## src/rtl/sm_mcu_sysid_pkg.sv

```systemverilog
// Shared types and constants for the sysid two-master read arbiter.
package sm_mcu_sysid_pkg;

  typedef enum logic [1:0] {
    ST_IDLE  = 2'd0,
    ST_ISSUE = 2'd1,
    ST_RESP  = 2'd2
  } state_t;

  localparam logic SYSID_ADDR_ID = 1'b0;
  localparam logic SYSID_ADDR_TS = 1'b1;

endpackage

```

## src/rtl/sm_mcu_rr_arb2.sv

```systemverilog
// Two-requester grant selection: round-robin on ties, or master 0 wins ties when fixed_priority is set.
module sm_mcu_rr_arb2 (
  input  logic [1:0] req,
  input  logic       last_grant,
  input  logic       fixed_priority,
  output logic       grant
);

  always_comb begin
    grant = 1'b0;
    if (req == 2'b11) begin
      grant = fixed_priority ? 1'b0 : ~last_grant;
    end else if (req[1]) begin
      grant = 1'b1;
    end
  end

endmodule

```

## src/rtl/sm_mcu_sysid_arbiter.sv

```systemverilog
// Arbitrates two read-only masters onto a single combinational sysid slave, one read per 3 cycles.
module sm_mcu_sysid_arbiter
  import sm_mcu_sysid_pkg::*;
#(
  parameter int DATA_W         = 32,
  parameter bit FIXED_PRIORITY = 1'b0
) (
  input  logic              clock,
  input  logic              reset,
  input  logic              m0_read,
  input  logic              m0_address,
  output logic              m0_waitrequest,
  output logic [DATA_W-1:0] m0_readdata,
  output logic              m0_readdatavalid,
  input  logic              m1_read,
  input  logic              m1_address,
  output logic              m1_waitrequest,
  output logic [DATA_W-1:0] m1_readdata,
  output logic              m1_readdatavalid,
  output logic              s_address,
  input  logic [DATA_W-1:0] s_readdata
);

  state_t            state;
  state_t            state_nxt;
  logic              grant;
  logic              grant_nxt;
  logic              last_grant;
  logic              last_grant_nxt;
  logic              arb_grant;
  logic              capture;
  logic              gnt_read;
  logic              gnt_addr;
  logic [DATA_W-1:0] m0_data;
  logic [DATA_W-1:0] m1_data;

  sm_mcu_rr_arb2 u_arb (
    .req            ({m1_read, m0_read}),
    .last_grant     (last_grant),
    .fixed_priority (FIXED_PRIORITY),
    .grant          (arb_grant)
  );

  assign gnt_read = grant ? m1_read    : m0_read;
  assign gnt_addr = grant ? m1_address : m0_address;

  always_ff @(posedge clock or posedge reset) begin
    if (reset) begin
      state      <= ST_IDLE;
      grant      <= 1'b0;
      last_grant <= 1'b1;
    end else begin
      state      <= state_nxt;
      grant      <= grant_nxt;
      last_grant <= last_grant_nxt;
    end
  end

  // A grant whose request vanished before the ISSUE cycle is dropped silently,
  // leaving the fairness history untouched.
  always_comb begin
    state_nxt      = state;
    grant_nxt      = grant;
    last_grant_nxt = last_grant;
    capture        = 1'b0;
    case (state)
      ST_IDLE: begin
        if (m0_read || m1_read) begin
          grant_nxt = arb_grant;
          state_nxt = ST_ISSUE;
        end
      end
      ST_ISSUE: begin
        if (gnt_read) begin
          capture        = 1'b1;
          last_grant_nxt = grant;
          state_nxt      = ST_RESP;
        end else begin
          state_nxt = ST_IDLE;
        end
      end
      ST_RESP: begin
        state_nxt = ST_IDLE;
      end
      default: begin
        state_nxt = ST_IDLE;
      end
    endcase
  end

  always_ff @(posedge clock or posedge reset) begin
    if (reset) begin
      m0_data <= '0;
      m1_data <= '0;
    end else if (capture) begin
      if (grant) begin
        m1_data <= s_readdata;
      end else begin
        m0_data <= s_readdata;
      end
    end
  end

  assign s_address        = (state == ST_ISSUE) ? gnt_addr : SYSID_ADDR_ID;
  assign m0_waitrequest   = m0_read && !((state == ST_ISSUE) && (grant == 1'b0));
  assign m1_waitrequest   = m1_read && !((state == ST_ISSUE) && (grant == 1'b1));
  assign m0_readdatavalid = (state == ST_RESP) && (grant == 1'b0);
  assign m1_readdatavalid = (state == ST_RESP) && (grant == 1'b1);
  assign m0_readdata      = m0_data;
  assign m1_readdata      = m1_data;

endmodule

```

## config.mk

```make
export PLATFORM = sky130hd
export DESIGN_NAME = sm_mcu_sysid_arbiter
export DESIGN_NICKNAME = d
export VERILOG_FILES = /design/src/rtl/sm_mcu_sysid_pkg.sv /design/src/rtl/sm_mcu_rr_arb2.sv /design/src/rtl/sm_mcu_sysid_arbiter.sv
export SDC_FILE = /design/constraint.sdc
export NUM_CORES = 1
export LEC_CHECK = 0
export ABC_AREA = 1
export ABC_CLOCK_PERIOD_IN_PS = 5700
export CAP_MARGIN = 0
export CELL_PAD_IN_SITES_DETAIL_PLACEMENT = 1
export CELL_PAD_IN_SITES_GLOBAL_PLACEMENT = 2
export CORE_ASPECT_RATIO = 0.6
export CORE_MARGIN = 10
export CORE_UTILIZATION = 27
export CTS_CLUSTER_DIAMETER = 100
export DETAILED_ROUTE_END_ITERATION = 10
export HOLD_SLACK_MARGIN = 0.05
export PLACE_DENSITY_LB_ADDON = 0.1
export SLEW_MARGIN = 25
export SYNTH_ARGS = -nofsm -noshare
export SYNTH_HDL_FRONTEND = slang
export SYNTH_SLANG_ARGS = --single-unit
```

## constraint.sdc

```tcl
create_clock -name clock -period 5.7 [get_ports clock]
set_input_delay 1.14 -clock clock [delete_from_list [all_inputs] [get_ports clock]]
set_output_delay 1.14 -clock clock [all_outputs]
set_load 0.01 [all_outputs]
```

==> results.yml, run 1 <==
synth:
  synthTopCellsByCount: "nand2_1 (141), dfrtp_1 (67), nand4_1 (66)"
  synth.area.top_cells: "dfrtp_1 (59%), nand2_1 (19%), nand4_1 (14%)"
  synth_top_area_frac: 0.587
  synth_top_family_by_area: "simple AND/OR/NAND/NOR gates"
  synthAdderAreaFrac: 0
  yosys.area.top_type: "dfrtp_1"
  syn_inst: 320
  synth_xor_area_frac: 0
  synth_compound_area_frac: 0.00175
  ys_ff_latch: 68
  ys.flop_type: "dfrtp_1"
  post_synth_num_cell_types: 15
  yosysSeqAreaShare: 0.596
  synth_most_common_cell: "nand2_1"
  yosys.area_share.simple: 0.345
  async_reset_ff_frac: 1.00
  synth_edf_count: 0
  syn_nets: 358
  syn_area_mm2: 0.00286
  avgSynthCellArea_um2: 8.92
  synth_warnings: 0
  synth.area.mux_share: 0
die:
  start_util: 0.283
  core_region_area_mm2: 0.0101
  io_pins: 107
  die_x_um: 153
  dieArea_mm2: 0.0152
  die_h_um: 99.7
  num_rows: 28
clocking:
  cts_buffers: 9
  clk_pin_slew_worst_paths_ns: 0.05
  cts_resized: 0
  cts_hold_buffers: 0
  post-cts-setup-buffers: 0
  clock-root-buffer: "clkbuf_16"
  cts_tree: "yes"
  clockBufferDepth: 2
  clk_latency_ns: 0.33
  clkSinkCount: 68
  cts.htree.levels: 3
route:
  initialDrtViolationCount: 126
  wirelength_um: 10400
  antenna_left: 0
  vias: 2705
  dr.pass1.iters: 4
  post_drt_wl_per_cell_um: 18.7
  drc: 0
  viasPerCell: 4.87
worst_setup_path:
  critPathSlowestCell: "clkdlybuf4s50_1"
  critPathKind: "in2out"
  r2r_end: "m0_readdata[26]$_DFFE_PP0P_"
  r2r_cells: 7
  critical_path_required_ns: 4.56
  ff2ff_setup_slack_ns: 2.78
  cp.depth: 5
  cp.buffers_inverters: 4
  cp-end-kind: "output port"
  crit_path_max_incr_delay_ns: 0.53
  crit_path_cell_trace: "clkdlybuf4s50_1 > buf_4 > nand2_1 > inv_1 > clkdlybuf4s50_1"
  worst_ep_arrival_time_ns: 2.71
  cp-start-kind: "input pin"
  r2r-start: "state[0]$_DFFE_PP0P_"
  crit_fanout: 37
  path_delay_family: "buffers and inverters"
  path_common_cell: "clkdlybuf4s50_1"
global_route:
  grt_start_max_net_pins: 53
  antenna_found_initial: 0
  track_usage: 0.138
  grt_pass1_wl_um: 17000
  overflow: 0
  first_global_vias: 2934
sta:
  min_period_ns: 3.85
  final_hold_viol_count: 0
  fin_worst_skew_ns: 0.00426
  fmax_ghz: 0.260
  relSlewSlack: 0.395
  drv_slew: 0
  worstMarginPinSlew_ns: 0.905
  setup_viol: 0
  rsz0062_at_grt: "false"
  setup_tns_ns: 0
  fin_crit_sh: 0.675
  whs_ns: 0.466
finish:
  syn2layout_area_growth_pct: 52.2
  fin_area_mm2: 0.00435
  drive_above_1_share: 0.0665
  multi_input_area_um2: 991
  final_nets: 454
  fillers: 1139
  finish.utilization: 0.431
  register_area_mm2: 0.00170
  antennaDiodeCount: 0
min_path:
  hp-start: "m0_readdata[25]$_DFFE_PP0P_"
  holdPathStages: 2
  worstHoldPathType: "reg2reg"
  hold-path-endpoint: "m0_readdata[25]$_DFFE_PP0P_"
placed_design:
  gp_congestion: 0.730
  post-dp-hpwl_um: 7010
  port_buffers: 106
  place_area_mm2: 0.00401
flow_run:
  max-cap-violations: 0
power:
  power.total_mw: 2.56
  cellLeakagePower_nw: 2.08
  power.density_mw_per_mm2: 590
  ir_drop_mv: 0.181
run_status:
  status: "finished clean"
-- state kept, by name (all words and copies together) (netlist names) --
| signal | cells |
|---|---|
| grant | 1 |
| last_grant | 1 |
| m0_readdata | 32 |
| m1_readdata | 32 |
| state | 2 |
-- cell usage in the layout (no fill, tap or decap) --
cell | Yosys | layout
inv_2 | 1 | 2
o21ai_0 | 1 | 1
nand2_1 | 141 | 141
bufinv_16 | 0 | 2
buf_4 | 2 | 8
clkdlybuf4s50_1 | 0 | 106
clkinv_2 | 0 | 2
clkbuf_16 | 0 | 9
dfrtp_1 | 67 | 67
nor2_1 | 2 | 2
nand4_1 | 66 | 66
clkbuf_8 | 0 | 3
nor2_4 | 1 | 1
nand3_1 | 3 | 3
nor3_1 | 2 | 2
inv_1 | 6 | 5
dfstp_2 | 1 | 1
-- layer usage --
metal | routed length, um | global-route usage | vias up | share of wire
li1 | - | - | 1269 | -
met4 | 72 | 0.0372 | 0 | 0.0069
met3 | 753 | 0.0559 | 8 | 0.072
met5 | 0 | 0 | - | 0
met2 | 4660 | 0.212 | 86 | 0.45
met1 | 4910 | 0.177 | 1342 | 0.47
-- worst min-delay path, cell delays in order, from the launching register on --
cell and delay [ns]:
dfrtp_1 0.34, nand2_1 0.05, nand2_1 0.05
-- power by group --
group | switching, mW | internal [mW] | total, mW
Clock | 0.204 | 0.417 | 0.621
Combinational | 0.587 | 0.516 | 1.10
Sequential | 0.136 | 0.705 | 0.841
Total | 0.927 | 1.64 | 2.56
-- layout make-up --
cell class / count / area share
inverter: 7 / 0.00604
multi-input combinational: 216 / 0.228
sequential: 68 / 0.392
timing repair buffer: 114 / 0.258
clock buffer: 12 / 0.0613
tap: 135 / 0.0389
clock inverter: 4 / 0.0161
-- stage by stage --
| stage | worst slack (ns) | instances |
|---|---|---|
| 6_report | 1.85 | 556 |
| 2_1_floorplan | 2.82 | 320 |
| 4_1_cts | 1.84 | 556 |
| 3_3_place_gp | 1.86 | 540 |
| 3_5_place_dp | 1.85 | 540 |
| 5_1_grt | 1.75 | 556 |
-- kinds of logic after synthesis --
| group | after synthesis |
|---|---|
| compound gates | 1 |
| buf+inv | 36 |
| flops | 68 |
| simple gates | 215 |
-- worst max-delay path by stage --
| stage | startpoint | endpoint | slack [ns] |
|---|---|---|---|
| 2_1_floorplan | m0_read | m0_waitrequest | 2.82 |
| 3_3_place_gp | m0_read | m0_waitrequest | 1.86 |
| 3_5_place_dp | m0_read | m0_waitrequest | 1.85 |
| 4_1_cts | m0_read | m0_waitrequest | 1.84 |
| 5_1_grt | m0_read | m0_waitrequest | 1.75 |
| 6_report | m0_read | m0_waitrequest | 1.85 |
(Power assumes the default switching activity.)
==> run 2, diff against run 1 <==
--- a/config.mk
+++ b/config.mk
@@ -6,13 +6,13 @@
 export NUM_CORES = 1
 export LEC_CHECK = 0
 export ABC_AREA = 1
-export ABC_CLOCK_PERIOD_IN_PS = 5700
+export ABC_CLOCK_PERIOD_IN_PS = 3600
 export CAP_MARGIN = 0
 export CELL_PAD_IN_SITES_DETAIL_PLACEMENT = 1
 export CELL_PAD_IN_SITES_GLOBAL_PLACEMENT = 2
 export CORE_ASPECT_RATIO = 0.6
 export CORE_MARGIN = 10
-export CORE_UTILIZATION = 27
+export CORE_UTILIZATION = 25
 export CTS_CLUSTER_DIAMETER = 100
 export DETAILED_ROUTE_END_ITERATION = 10
 export HOLD_SLACK_MARGIN = 0.05
==> constraint.sdc (replaced) <==
create_clock -name clock -period 3.6 [get_ports clock]
set_input_delay 0.72 -clock clock [delete_from_list [all_inputs] [get_ports clock]]
set_output_delay 0.72 -clock clock [all_outputs]
set_load 0.01 [all_outputs]
==> results.yml, run 2 (synthesized netlist as in run 1, its figures left out) <==
sta:
  fin_crit_sh: 0.802
  rsz0062_at_grt: "false"
  fmax_ghz: 0.346
  whs_ns: 0.469
  relSlewSlack: 0.644
  setup_tns_ns: 0
  drv_slew: 0
  setup_slack_ns: 0.713
  final_hold_viol_count: 0
  setup_viol: 0
  worstMarginPinSlew_ns: 0.534
  min_period_ns: 2.89
  fin_worst_skew_ns: 0.00264
worst_setup_path:
  critPathKind: "reg2out"
  ff2ff_setup_slack_ns: 1.57
  r2r_end: "m0_readdata[11]$_DFFE_PP0P_"
  r2r_cells: 7
  crit_fanout: 15
  cp-start-kind: "flop"
  worst_ep_arrival_time_ns: 2.17
  r2r-start: "state[0]$_DFFE_PP0P_"
  cp-end-kind: "output port"
  critical_path_required_ns: 2.88
finish:
  instances_no_fill: 568
  finish.utilization: 0.386
  final_common_cell: "nand2_1"
  drive_above_1_share: 0.0708
  fin_area_mm2: 0.00433
  antennaDiodeCount: 0
  final_nets: 458
  fillers: 1299
  final_cell_mix: "nand2_1 (141), clkdlybuf4s50_1 (105), dfrtp_1 (67)"
  syn2layout_area_growth_pct: 51.6
global_route:
  track_usage: 0.137
  antenna_found_initial: 0
  grt_start_max_net_pins: 47
  first_global_vias: 2930
  grt_pass1_wl_um: 17300
  overflow: 0
route:
  vias: 2684
  drc: 0
  viasPerCell: 4.73
  post_drt_wl_per_cell_um: 19.1
  wirelength_um: 10900
  antenna_left: 0
  initialDrtViolationCount: 119
  dr.pass1.iters: 4
placed_design:
  place_area_mm2: 0.00406
  place_inst: 553
  post-dp-hpwl_um: 7480
  port_buffers: 106
  dp_slack_ns: 0.955
  gp_congestion: 0.756
power:
  power.total_mw: 3.93
  power.density_mw_per_mm2: 909
  ir_drop_mv: 0.292
  cellLeakagePower_nw: 2.07
clocking:
  clock-root-buffer: "clkbuf_16"
  cts_hold_buffers: 0
  clk_latency_ns: 0.33
  clk_pin_slew_worst_paths_ns: 0.06
  cts.htree.levels: 3
  cts_tree: "yes"
  cts_buffers: 9
  post-cts-setup-buffers: 0
  clockBufferDepth: 2
  cts_resized: 0
  clkSinkCount: 68
die:
  start_util: 0.254
  die_x_um: 158
  core_region_area_mm2: 0.0112
  dieArea_mm2: 0.0162
  die_h_um: 103
  io_pins: 107
  num_rows: 30
min_path:
  holdPathStages: 2
  worstHoldPathType: "reg2reg"
  hp-start: "m0_readdata[10]$_DFFE_PP0P_"
  hold-path-endpoint: "m0_readdata[10]$_DFFE_PP0P_"
flow_run:
  max-cap-violations: 0
run_status:
  status: "finished clean"
==> run 2: cell count changes in the layout (fill, tap and decap cells not counted), sizes merged <==
| cell | previous run | this run |
|---|---|---|
| buf | 8 | 13 |
| bufinv | 2 | 0 |
| clkbuf | 12 | 13 |
| clkdlybuf4s50 | 106 | 105 |
==> run 2: power by group <==
group | total [mW] | internal (mW) | switching, mW
logic | 1.77 | 0.840 | 0.932
registers | 1.34 | 1.12 | 0.227
clock network | 0.821 | 0.498 | 0.323
total | 3.93 | 2.45 | 1.48
==> run 2: per-layer routing <==
layer | part of all wire | global-route usage | vias up
met3 | 0.081 | 0.0575 | 7
li1 | - | - | 1278
met4 | 0.0061 | 0.0298 | 0
met5 | 0 | 0 | -
met2 | 0.43 | 0.206 | 60
met1 | 0.48 | 0.180 | 1339
==> run 2: layout make-up <==
type | count | area [um2] | area share
sequential | 68 | 1700 | 0.393
timing repair buffer | 118 | 1160 | 0.268
multi-input combinational | 216 | 991 | 0.229
clock buffer | 13 | 260 | 0.0601
tap | 144 | 180 | 0.0416
inverter | 7 | 26.3 | 0.00607
clock inverter | 2 | 10.0 | 0.00231
==> run 2: how the worst max path moves through the flow <==
stage,start,endpoint,slack [ns],cells after the start
6_report,grant$_DFFE_PP0P_,m1_readdatavalid,0.71,3
5_1_grt,grant$_DFFE_PP0P_,m1_readdatavalid,0.45,3
4_1_cts,grant$_DFFE_PP0P_,m1_readdatavalid,0.65,3
3_5_place_dp,m1_read,m1_waitrequest,0.96,4
3_3_place_gp,m1_read,m1_waitrequest,0.96,4
2_1_floorplan,reset,grant$_DFFE_PP0P_,1.17,1
==> run 2: critical path, cell delays in order (launching register included) <==
cell and delay (ns):
dfrtp_1 0.61, inv_1 0.37, nor3_1 0.26, clkdlybuf4s50_1 0.59
